`src/rtl/mem_port_arbiter_pkg.sv`:
```
// Shared types and encodings for the fetch/data memory port arbiter.
package mem_arb_pkg;

    typedef enum logic [1:0] {
        IDLE = 2'd0,
        BUSY = 2'd1,
        RESP = 2'd2
    } arb_state_t;

    localparam logic OWN_F = 1'b0;
    localparam logic OWN_D = 1'b1;

    localparam logic [1:0] SZ_BYTE = 2'b00;
    localparam logic [1:0] SZ_HALF = 2'b01;
    localparam logic [1:0] SZ_WORD = 2'b10;

    localparam logic RW_READ  = 1'b0;
    localparam logic RW_WRITE = 1'b1;

endpackage

```
`src/rtl/mem_port_arbiter_if.sv`:
```
// Bundle of the fetch, data and memory-side handshakes around the arbiter.
interface mem_port_arbiter_if;
    logic        f_req;
    logic [31:0] f_addr;
    logic        f_ack;
    logic [31:0] f_rdata;
    logic        f_stall;
    logic        d_req;
    logic [31:0] d_addr;
    logic [31:0] d_wdata;
    logic        d_rw;
    logic [1:0]  d_size;
    logic        d_ack;
    logic [31:0] d_rdata;
    logic        d_stall;
    logic        mem_req;
    logic [31:0] mem_addr;
    logic [31:0] mem_wdata;
    logic        mem_rw;
    logic [1:0]  mem_size;
    logic        mem_ack;
    logic [31:0] mem_rdata;
    logic        err;

    // Arbiter side.
    modport slave (
        input  f_req, f_addr, d_req, d_addr, d_wdata, d_rw, d_size, mem_ack, mem_rdata,
        output f_ack, f_rdata, f_stall, d_ack, d_rdata, d_stall,
               mem_req, mem_addr, mem_wdata, mem_rw, mem_size, err
    );

    // Pipeline stages plus memory, as seen from outside the arbiter.
    modport master (
        output f_req, f_addr, d_req, d_addr, d_wdata, d_rw, d_size, mem_ack, mem_rdata,
        input  f_ack, f_rdata, f_stall, d_ack, d_rdata, d_stall,
               mem_req, mem_addr, mem_wdata, mem_rw, mem_size, err
    );
endinterface

```
`src/rtl/mem_port_arbiter_watchdog.sv`:
```
// BUSY-state timeout counter; expired is raised on the last allowed cycle.
module mem_arb_watchdog #(
    parameter int TIMEOUT_CYCLES = 64
) (
    input  logic clock,
    input  logic reset,
    input  logic clear,
    input  logic enable,
    output logic expired
);

    localparam int CW = $clog2(TIMEOUT_CYCLES + 1);
    localparam logic [CW-1:0] LIMIT = CW'(TIMEOUT_CYCLES - 1);

    logic [CW-1:0] count_q;

    assign expired = enable && (count_q == LIMIT);

    always_ff @(posedge clock or negedge reset) begin
        if (!reset) begin
            count_q <= '0;
        end else if (clear) begin
            count_q <= '0;
        end else if (enable && !expired) begin
            count_q <= count_q + CW'(1);
        end
    end

endmodule

```
`src/rtl/mem_port_arbiter.sv`:
```
// Serializes fetch and data requests onto one memory port; data has priority
// bounded by a fetch anti-starvation streak. Optional watchdog: MEM_ARB_TIMEOUT_EN.
module mem_port_arbiter
    import mem_arb_pkg::*;
#(
    parameter int MAX_DATA_STREAK = 4,
    parameter int TIMEOUT_CYCLES  = 64
) (
    input  logic              clock,
    input  logic              reset,
    mem_port_arbiter_if.slave bus
);

    localparam logic [3:0] STREAK_MAX = 4'(MAX_DATA_STREAK);

    arb_state_t  state_q, state_d;
    logic        owner_q;
    logic [3:0]  streak_q;
    logic        grant_data, grant_fetch, timeout_hit;
    logic        mem_req_q, mem_rw_q;
    logic [31:0] mem_addr_q, mem_wdata_q;
    logic [1:0]  mem_size_q;
    logic        f_ack_q, d_ack_q, err_q;
    logic [31:0] f_rdata_q, d_rdata_q;

`ifdef MEM_ARB_TIMEOUT_EN
    logic timed_out_q;

    mem_arb_watchdog #(.TIMEOUT_CYCLES(TIMEOUT_CYCLES)) u_watchdog (
        .clock   (clock),
        .reset   (reset),
        .clear   (state_q != BUSY),
        .enable  (state_q == BUSY),
        .expired (timeout_hit)
    );

    // Remember that the access was abandoned so err accompanies its ack.
    always_ff @(posedge clock or negedge reset) begin
        if (!reset) begin
            timed_out_q <= 1'b0;
            err_q       <= 1'b0;
        end else begin
            err_q <= (state_q == RESP) && timed_out_q;
            if (grant_data || grant_fetch) begin
                timed_out_q <= 1'b0;
            end else if (state_q == BUSY && !bus.mem_ack && timeout_hit) begin
                timed_out_q <= 1'b1;
            end
        end
    end
`else
    logic unused_timeout_cfg;
    assign unused_timeout_cfg = (TIMEOUT_CYCLES > 0);
    assign timeout_hit        = 1'b0;
    assign err_q              = 1'b0;
`endif

    always_ff @(posedge clock or negedge reset) begin
        if (!reset) begin
            state_q <= IDLE;
        end else begin
            state_q <= state_d;
        end
    end

    // Requests are only looked at in IDLE; anything raised meanwhile waits there.
    always_comb begin
        state_d     = state_q;
        grant_data  = 1'b0;
        grant_fetch = 1'b0;
        case (state_q)
            IDLE: begin
                if (bus.d_req && !(bus.f_req && streak_q == STREAK_MAX)) begin
                    grant_data = 1'b1;
                    state_d    = BUSY;
                end else if (bus.f_req) begin
                    grant_fetch = 1'b1;
                    state_d     = BUSY;
                end
            end
            BUSY: begin
                if (bus.mem_ack || timeout_hit) begin
                    state_d = RESP;
                end
            end
            RESP:    state_d = IDLE;
            default: state_d = IDLE;
        endcase
    end

    always_ff @(posedge clock or negedge reset) begin
        if (!reset) begin
            owner_q     <= OWN_F;
            streak_q    <= '0;
            mem_req_q   <= 1'b0;
            mem_addr_q  <= '0;
            mem_wdata_q <= '0;
            mem_rw_q    <= RW_READ;
            mem_size_q  <= SZ_BYTE;
            f_ack_q     <= 1'b0;
            d_ack_q     <= 1'b0;
            f_rdata_q   <= '0;
            d_rdata_q   <= '0;
        end else begin
            f_ack_q <= 1'b0;
            d_ack_q <= 1'b0;

            if (grant_data) begin
                owner_q     <= OWN_D;
                mem_req_q   <= 1'b1;
                mem_addr_q  <= bus.d_addr;
                mem_wdata_q <= bus.d_wdata;
                mem_rw_q    <= bus.d_rw;
                mem_size_q  <= bus.d_size;
                if (!bus.f_req) begin
                    streak_q <= '0;
                end else if (streak_q != STREAK_MAX) begin
                    streak_q <= streak_q + 4'd1;
                end
            end else if (grant_fetch) begin
                owner_q     <= OWN_F;
                mem_req_q   <= 1'b1;
                mem_addr_q  <= bus.f_addr;
                mem_wdata_q <= '0;
                mem_rw_q    <= RW_READ;
                mem_size_q  <= SZ_WORD;
                streak_q    <= '0;
            end

            // Stores return zero so a load consumer never sees stale bus data.
            if (state_q == BUSY && bus.mem_ack) begin
                mem_req_q <= 1'b0;
                if (owner_q == OWN_D) begin
                    d_rdata_q <= (mem_rw_q == RW_WRITE) ? 32'h0 : bus.mem_rdata;
                end else begin
                    f_rdata_q <= bus.mem_rdata;
                end
            end else if (state_q == BUSY && timeout_hit) begin
                mem_req_q <= 1'b0;
                if (owner_q == OWN_D) begin
                    d_rdata_q <= '0;
                end else begin
                    f_rdata_q <= '0;
                end
            end

            if (state_q == RESP) begin
                f_ack_q <= (owner_q == OWN_F);
                d_ack_q <= (owner_q == OWN_D);
            end
        end
    end

    assign bus.mem_req   = mem_req_q;
    assign bus.mem_addr  = mem_addr_q;
    assign bus.mem_wdata = mem_wdata_q;
    assign bus.mem_rw    = mem_rw_q;
    assign bus.mem_size  = mem_size_q;
    assign bus.f_ack     = f_ack_q;
    assign bus.d_ack     = d_ack_q;
    assign bus.f_rdata   = f_rdata_q;
    assign bus.d_rdata   = d_rdata_q;
    assign bus.err       = err_q;
    assign bus.f_stall   = bus.f_req & ~f_ack_q;
    assign bus.d_stall   = bus.d_req & ~d_ack_q;

endmodule

```
`src/flat_wrapper.sv`:
```
// flat-port wrapper written by rule: the top's interface ports become plain ports
module mem_port_arbiter_flat import mem_arb_pkg::*;
#(
    parameter int MAX_DATA_STREAK = 4,
    parameter int TIMEOUT_CYCLES  = 64
)
  (clock, reset, bus_f_req, bus_f_addr, bus_d_req, bus_d_addr, bus_d_wdata, bus_d_rw, bus_d_size, bus_mem_ack, bus_mem_rdata, bus_f_ack, bus_f_rdata, bus_f_stall, bus_d_ack, bus_d_rdata, bus_d_stall, bus_mem_req, bus_mem_addr, bus_mem_wdata, bus_mem_rw, bus_mem_size, bus_err);
  mem_port_arbiter_if bus_i ();
  input  logic clock;
  input  logic reset;
  input wire logic [$bits(bus_i.f_req)-1:0] bus_f_req;
  input wire logic [$bits(bus_i.f_addr)-1:0] bus_f_addr;
  input wire logic [$bits(bus_i.d_req)-1:0] bus_d_req;
  input wire logic [$bits(bus_i.d_addr)-1:0] bus_d_addr;
  input wire logic [$bits(bus_i.d_wdata)-1:0] bus_d_wdata;
  input wire logic [$bits(bus_i.d_rw)-1:0] bus_d_rw;
  input wire logic [$bits(bus_i.d_size)-1:0] bus_d_size;
  input wire logic [$bits(bus_i.mem_ack)-1:0] bus_mem_ack;
  input wire logic [$bits(bus_i.mem_rdata)-1:0] bus_mem_rdata;
  output wire logic [$bits(bus_i.f_ack)-1:0] bus_f_ack;
  output wire logic [$bits(bus_i.f_rdata)-1:0] bus_f_rdata;
  output wire logic [$bits(bus_i.f_stall)-1:0] bus_f_stall;
  output wire logic [$bits(bus_i.d_ack)-1:0] bus_d_ack;
  output wire logic [$bits(bus_i.d_rdata)-1:0] bus_d_rdata;
  output wire logic [$bits(bus_i.d_stall)-1:0] bus_d_stall;
  output wire logic [$bits(bus_i.mem_req)-1:0] bus_mem_req;
  output wire logic [$bits(bus_i.mem_addr)-1:0] bus_mem_addr;
  output wire logic [$bits(bus_i.mem_wdata)-1:0] bus_mem_wdata;
  output wire logic [$bits(bus_i.mem_rw)-1:0] bus_mem_rw;
  output wire logic [$bits(bus_i.mem_size)-1:0] bus_mem_size;
  output wire logic [$bits(bus_i.err)-1:0] bus_err;
  assign bus_i.f_req = bus_f_req;
  assign bus_i.f_addr = bus_f_addr;
  assign bus_i.d_req = bus_d_req;
  assign bus_i.d_addr = bus_d_addr;
  assign bus_i.d_wdata = bus_d_wdata;
  assign bus_i.d_rw = bus_d_rw;
  assign bus_i.d_size = bus_d_size;
  assign bus_i.mem_ack = bus_mem_ack;
  assign bus_i.mem_rdata = bus_mem_rdata;
  assign bus_f_ack = bus_i.f_ack;
  assign bus_f_rdata = bus_i.f_rdata;
  assign bus_f_stall = bus_i.f_stall;
  assign bus_d_ack = bus_i.d_ack;
  assign bus_d_rdata = bus_i.d_rdata;
  assign bus_d_stall = bus_i.d_stall;
  assign bus_mem_req = bus_i.mem_req;
  assign bus_mem_addr = bus_i.mem_addr;
  assign bus_mem_wdata = bus_i.mem_wdata;
  assign bus_mem_rw = bus_i.mem_rw;
  assign bus_mem_size = bus_i.mem_size;
  assign bus_err = bus_i.err;
  mem_port_arbiter #(.MAX_DATA_STREAK(MAX_DATA_STREAK), .TIMEOUT_CYCLES(TIMEOUT_CYCLES)) u_core (.clock(clock), .reset(reset), .bus(bus_i));
endmodule
```
`config.mk`:
```
export PLATFORM = sky130hd
export DESIGN_NAME = mem_port_arbiter_flat
export DESIGN_NICKNAME = d
export VERILOG_FILES = /design/src/rtl/mem_port_arbiter_pkg.sv /design/src/rtl/mem_port_arbiter_if.sv /design/src/rtl/mem_port_arbiter_watchdog.sv /design/src/rtl/mem_port_arbiter.sv /design/src/flat_wrapper.sv
export SDC_FILE = /design/constraint.sdc
export NUM_CORES = 1
export LEC_CHECK = 0
export ABC_AREA = 1
export CAP_MARGIN = 10
export CORE_AREA = 2 2 138 106
export DETAILED_ROUTE_END_ITERATION = 8
export DIE_AREA = 0 0 140 108
export PLACE_DENSITY = 0.95
export SKIP_CTS_REPAIR_TIMING = 1
export SLEW_MARGIN = 20
export SYNTH_ARGS = -nofsm -noshare
export SYNTH_HDL_FRONTEND = slang
export SYNTH_SLANG_ARGS = --single-unit
```
`constraint.sdc`:
```
create_clock -name clock -period 2.8 [get_ports clock]
set_input_delay 0.7 -clock clock [delete_from_list [all_inputs] [get_ports clock]]
set_output_delay 0.7 -clock clock [all_outputs]
set_load 0.005 [all_outputs]
```
==> out/metrics.yaml <==
pwr:
  ir_drop_v: 0.000631
  p_per_area_nw_per_um2: 1020
  p_leak_uw: 0.00474
global_route:
  grt_pass1_wl_microns: 29600
  antenna_found_initial: 0
  grt_remaining_overflow: 0
  grt_use_total_pct: 24.7
  grt_max_degree: 70
  grt_pass1_vias: 5904
sta:
  whs_ps: 166
  fin_worst_skew_ps: 9.72
  setup_viol: 0
  hold_violations: 0
  rsz0062_at_grt: "false"
  period_minus_slack_ps: 2650
  postLayoutSetupSlackWorst_ps: 147
  drv_slew: 0
  fin_setup_tns_ps: 0
  fin_crit_sh_pct: 94.8
  max_freq_mhz: 377
  maxSlewHeadroom_pct: 31.3
  worst_slew_pin_slew_ps: 1020
synth:
  yosysWarnings: 0
  synth-seq-cells: 141
  syn_nets: 859
  yosysTopAreaCell: "dfrtp_1"
  ys_async_sr_fraction_pct: 100
  synth_area_leaders: "dfrtp_1 57%, nand2_1 13%, nand3_1 7.8%, o21ai_0 5.5%, inv_1 4.5%"
  syn_inst: 721
  synth.distinct_cells: 28
  synth_area_sq_um: 6220
  synth_top_area_share_pct: 56.7
  synth_ff_type: "dfrtp_1"
  seq_area_frac_synth_pct: 56.7
  synth_edf_count: 0
  avgSynthCellArea_sq_um: 8.63
die:
  die-area_sq_um: 15100
  die_width_microns: 140
  coreArea_sq_um: 13700
  rows: 37
  ioPinCount: 273
  start_util_pct: 45.6
  die_y_microns: 108
placed_design:
  gp_congestion: 0.790
  placed_area_sq_um: 9070
  io_buffers: 271
  dp_slack_ps: 163
  dp_hpwl_microns: 13100
outcome:
  violations: "design-rule violations"
  status: "finished with violations"
clock_network:
  clk_latency_ps: 410
  clkSinkCount: 141
  clockBufferDepth: 2
  clkTransAtPathRegs_ps: 60
  cts_buffers: 17
  cts_tree: "built"
  clockRootBuffer: "clkbuf_16"
  htree_levels: 4
final_layout:
  n_fill_cell: 973
  synthToLayoutAreaGrowth_pct: 55.9
  antennaDiodeCount: 0
  fin_area_sq_um: 9700
  fin_util_pct: 71.1
  nets: 1115
  drive_above_1_share_pct: 6.88
route:
  dr_total_vias: 5854
  wire_per_inst_microns: 16.2
  ant_nets: 0
  routed_via_density: 5.03
  firstDrtPassIters: 7
  drc_errors: 18
  routed_wl_microns: 18800
  first_iter_violations: 373
setup_path:
  end_kind: "output port"
  cp_max_fo: 2
  crit_type: "primary input to output port"
  start_kind: "primary input"
  worstPathArrival_ps: 1950
  required_ps: 2100
job:
  cap_violations: 0
min_path:
  hold_class: "primary input to asynchronous set/reset pin"
## sequential cells by signal, summed over array words and instances (netlist names)
register / flops
u_core.bus.d_rdata: 32
u_core.bus.f_rdata: 32
u_core.bus.mem_addr: 32
u_core.bus.mem_wdata: 32
u_core.streak_q: 4
u_core.bus.mem_size: 2
u_core.state_q: 2
u_core.bus.d_ack: 1
u_core.bus.f_ack: 1
u_core.bus.mem_req: 1
u_core.bus.mem_rw: 1
u_core.owner_q: 1
## power by group
group          total (uW)  internal [uW]  switching (uW)
Combinational        4070           2160            1910
Clock                2420           1550             879
Sequential           3430           2920             511
## layout make-up
type	count	area, sq um	area share, %
Inverter	78	295	3.04
Timing Repair Buffer	284	2860	29.5
Clock inverter	12	185	1.91
Sequential cell	141	3530	36.4
Multi-Input combinational cell	455	2160	22.3
Tap cell	175	219	2.26
Clock buffer	19	453	4.67
## cell usage after synthesis, drive strengths merged, types with 2 or more instances
| cell type | number |
|---|---|
| ha | 2 |
| nand3 | 98 |
| o21ai | 70 |
| nor3 | 2 |
| nand3b | 31 |
| buf | 25 |
| o22ai | 2 |
| inv | 78 |
| nor2 | 11 |
| nand4 | 2 |
| nand2 | 233 |
| clkbuf | 22 |
| dfrtp | 141 |
## cell usage in the layout, fill, tap and decap left out, types with 2 or more instances in the layout
cell type        synthesis  layout
nand2_1                220     220
nor3_1                   2       2
o22ai_1                  2       2
ha_1                     2       2
clkbuf_8                 0       2
inv_6                    0       2
clkdlybuf4s50_1          0     270
clkbuf_16                0      17
nor2_1                   8       8
nor2_4                   3       3
buf_12                   0       4
nand3_1                 97      97
nand4_1                  2       2
nand2_2                 12      12
inv_2                    3       4
buf_4                    7       9
bufinv_16                0       4
o21ai_0                 69      69
inv_1                   74      72
dfrtp_1                141     141
nand3b_1                31      31
clkinv_4                 0       4
## layer usage
| metal | part of all wire (%) | GRT usage (%) |
|---|---|---|
| met1 | 39 | 29.9 |
| met2 | 50 | 42.8 |
| met3 | 8.6 | 7.57 |
| met4 | 2.4 | 8.51 |
| met5 | 0 | 0 |
## cell families after synthesis
| kind of cell | after synthesis | share of synthesized area, % |
|---|---|---|
| DFF | 141 | 56.7 |
| xor gates and xnor gates | 2 | 0.281 |
| adders and majority gates | 2 | 0.402 |
| other | 1 | 0.0602 |
| and+or+nand+nor | 377 | 27.9 |
| buffers and inverters | 125 | 8.58 |
| AOI/OAI and AO/OA | 73 | 6.13 |
## critical path: stages
cell             delay, ps
clkdlybuf4s50_1        540
inv_1                  100
nor2_1                 100
clkdlybuf4s50_1        510
## metrics by stage
| step | instances | total power (uW) |
|---|---|---|
| 2_1_floorplan | 721 | 5030 |
| 3_3_place_gp | 1133 | 7350 |
| 3_5_place_dp | 1133 | 7530 |
| 4_1_cts | 1164 | 9990 |
| 5_1_grt | 1164 | 10500 |
| 6_report | 1164 | 9930 |
## final timing paths
path / slack (ps) / endpoint / startpoint / cells after the start
worst min register to register: 440 / u_core.bus.f_ack / u_core.owner_q / 1
min in group clock: 440 / u_core.bus.f_ack / u_core.owner_q / 1
worst max-delay path: 150 / bus_d_stall / bus_d_req / 4
max in group asynchronous: 1900 / u_core.bus.mem_addr[28] / reset / 2
worst min-delay path: 170 / u_core.bus.f_rdata[1] / reset / 1
worst max register to register: 780 / u_core.bus.f_rdata[12] / u_core.state_q[0] / 7
Power figures use the tool's default switching activity.
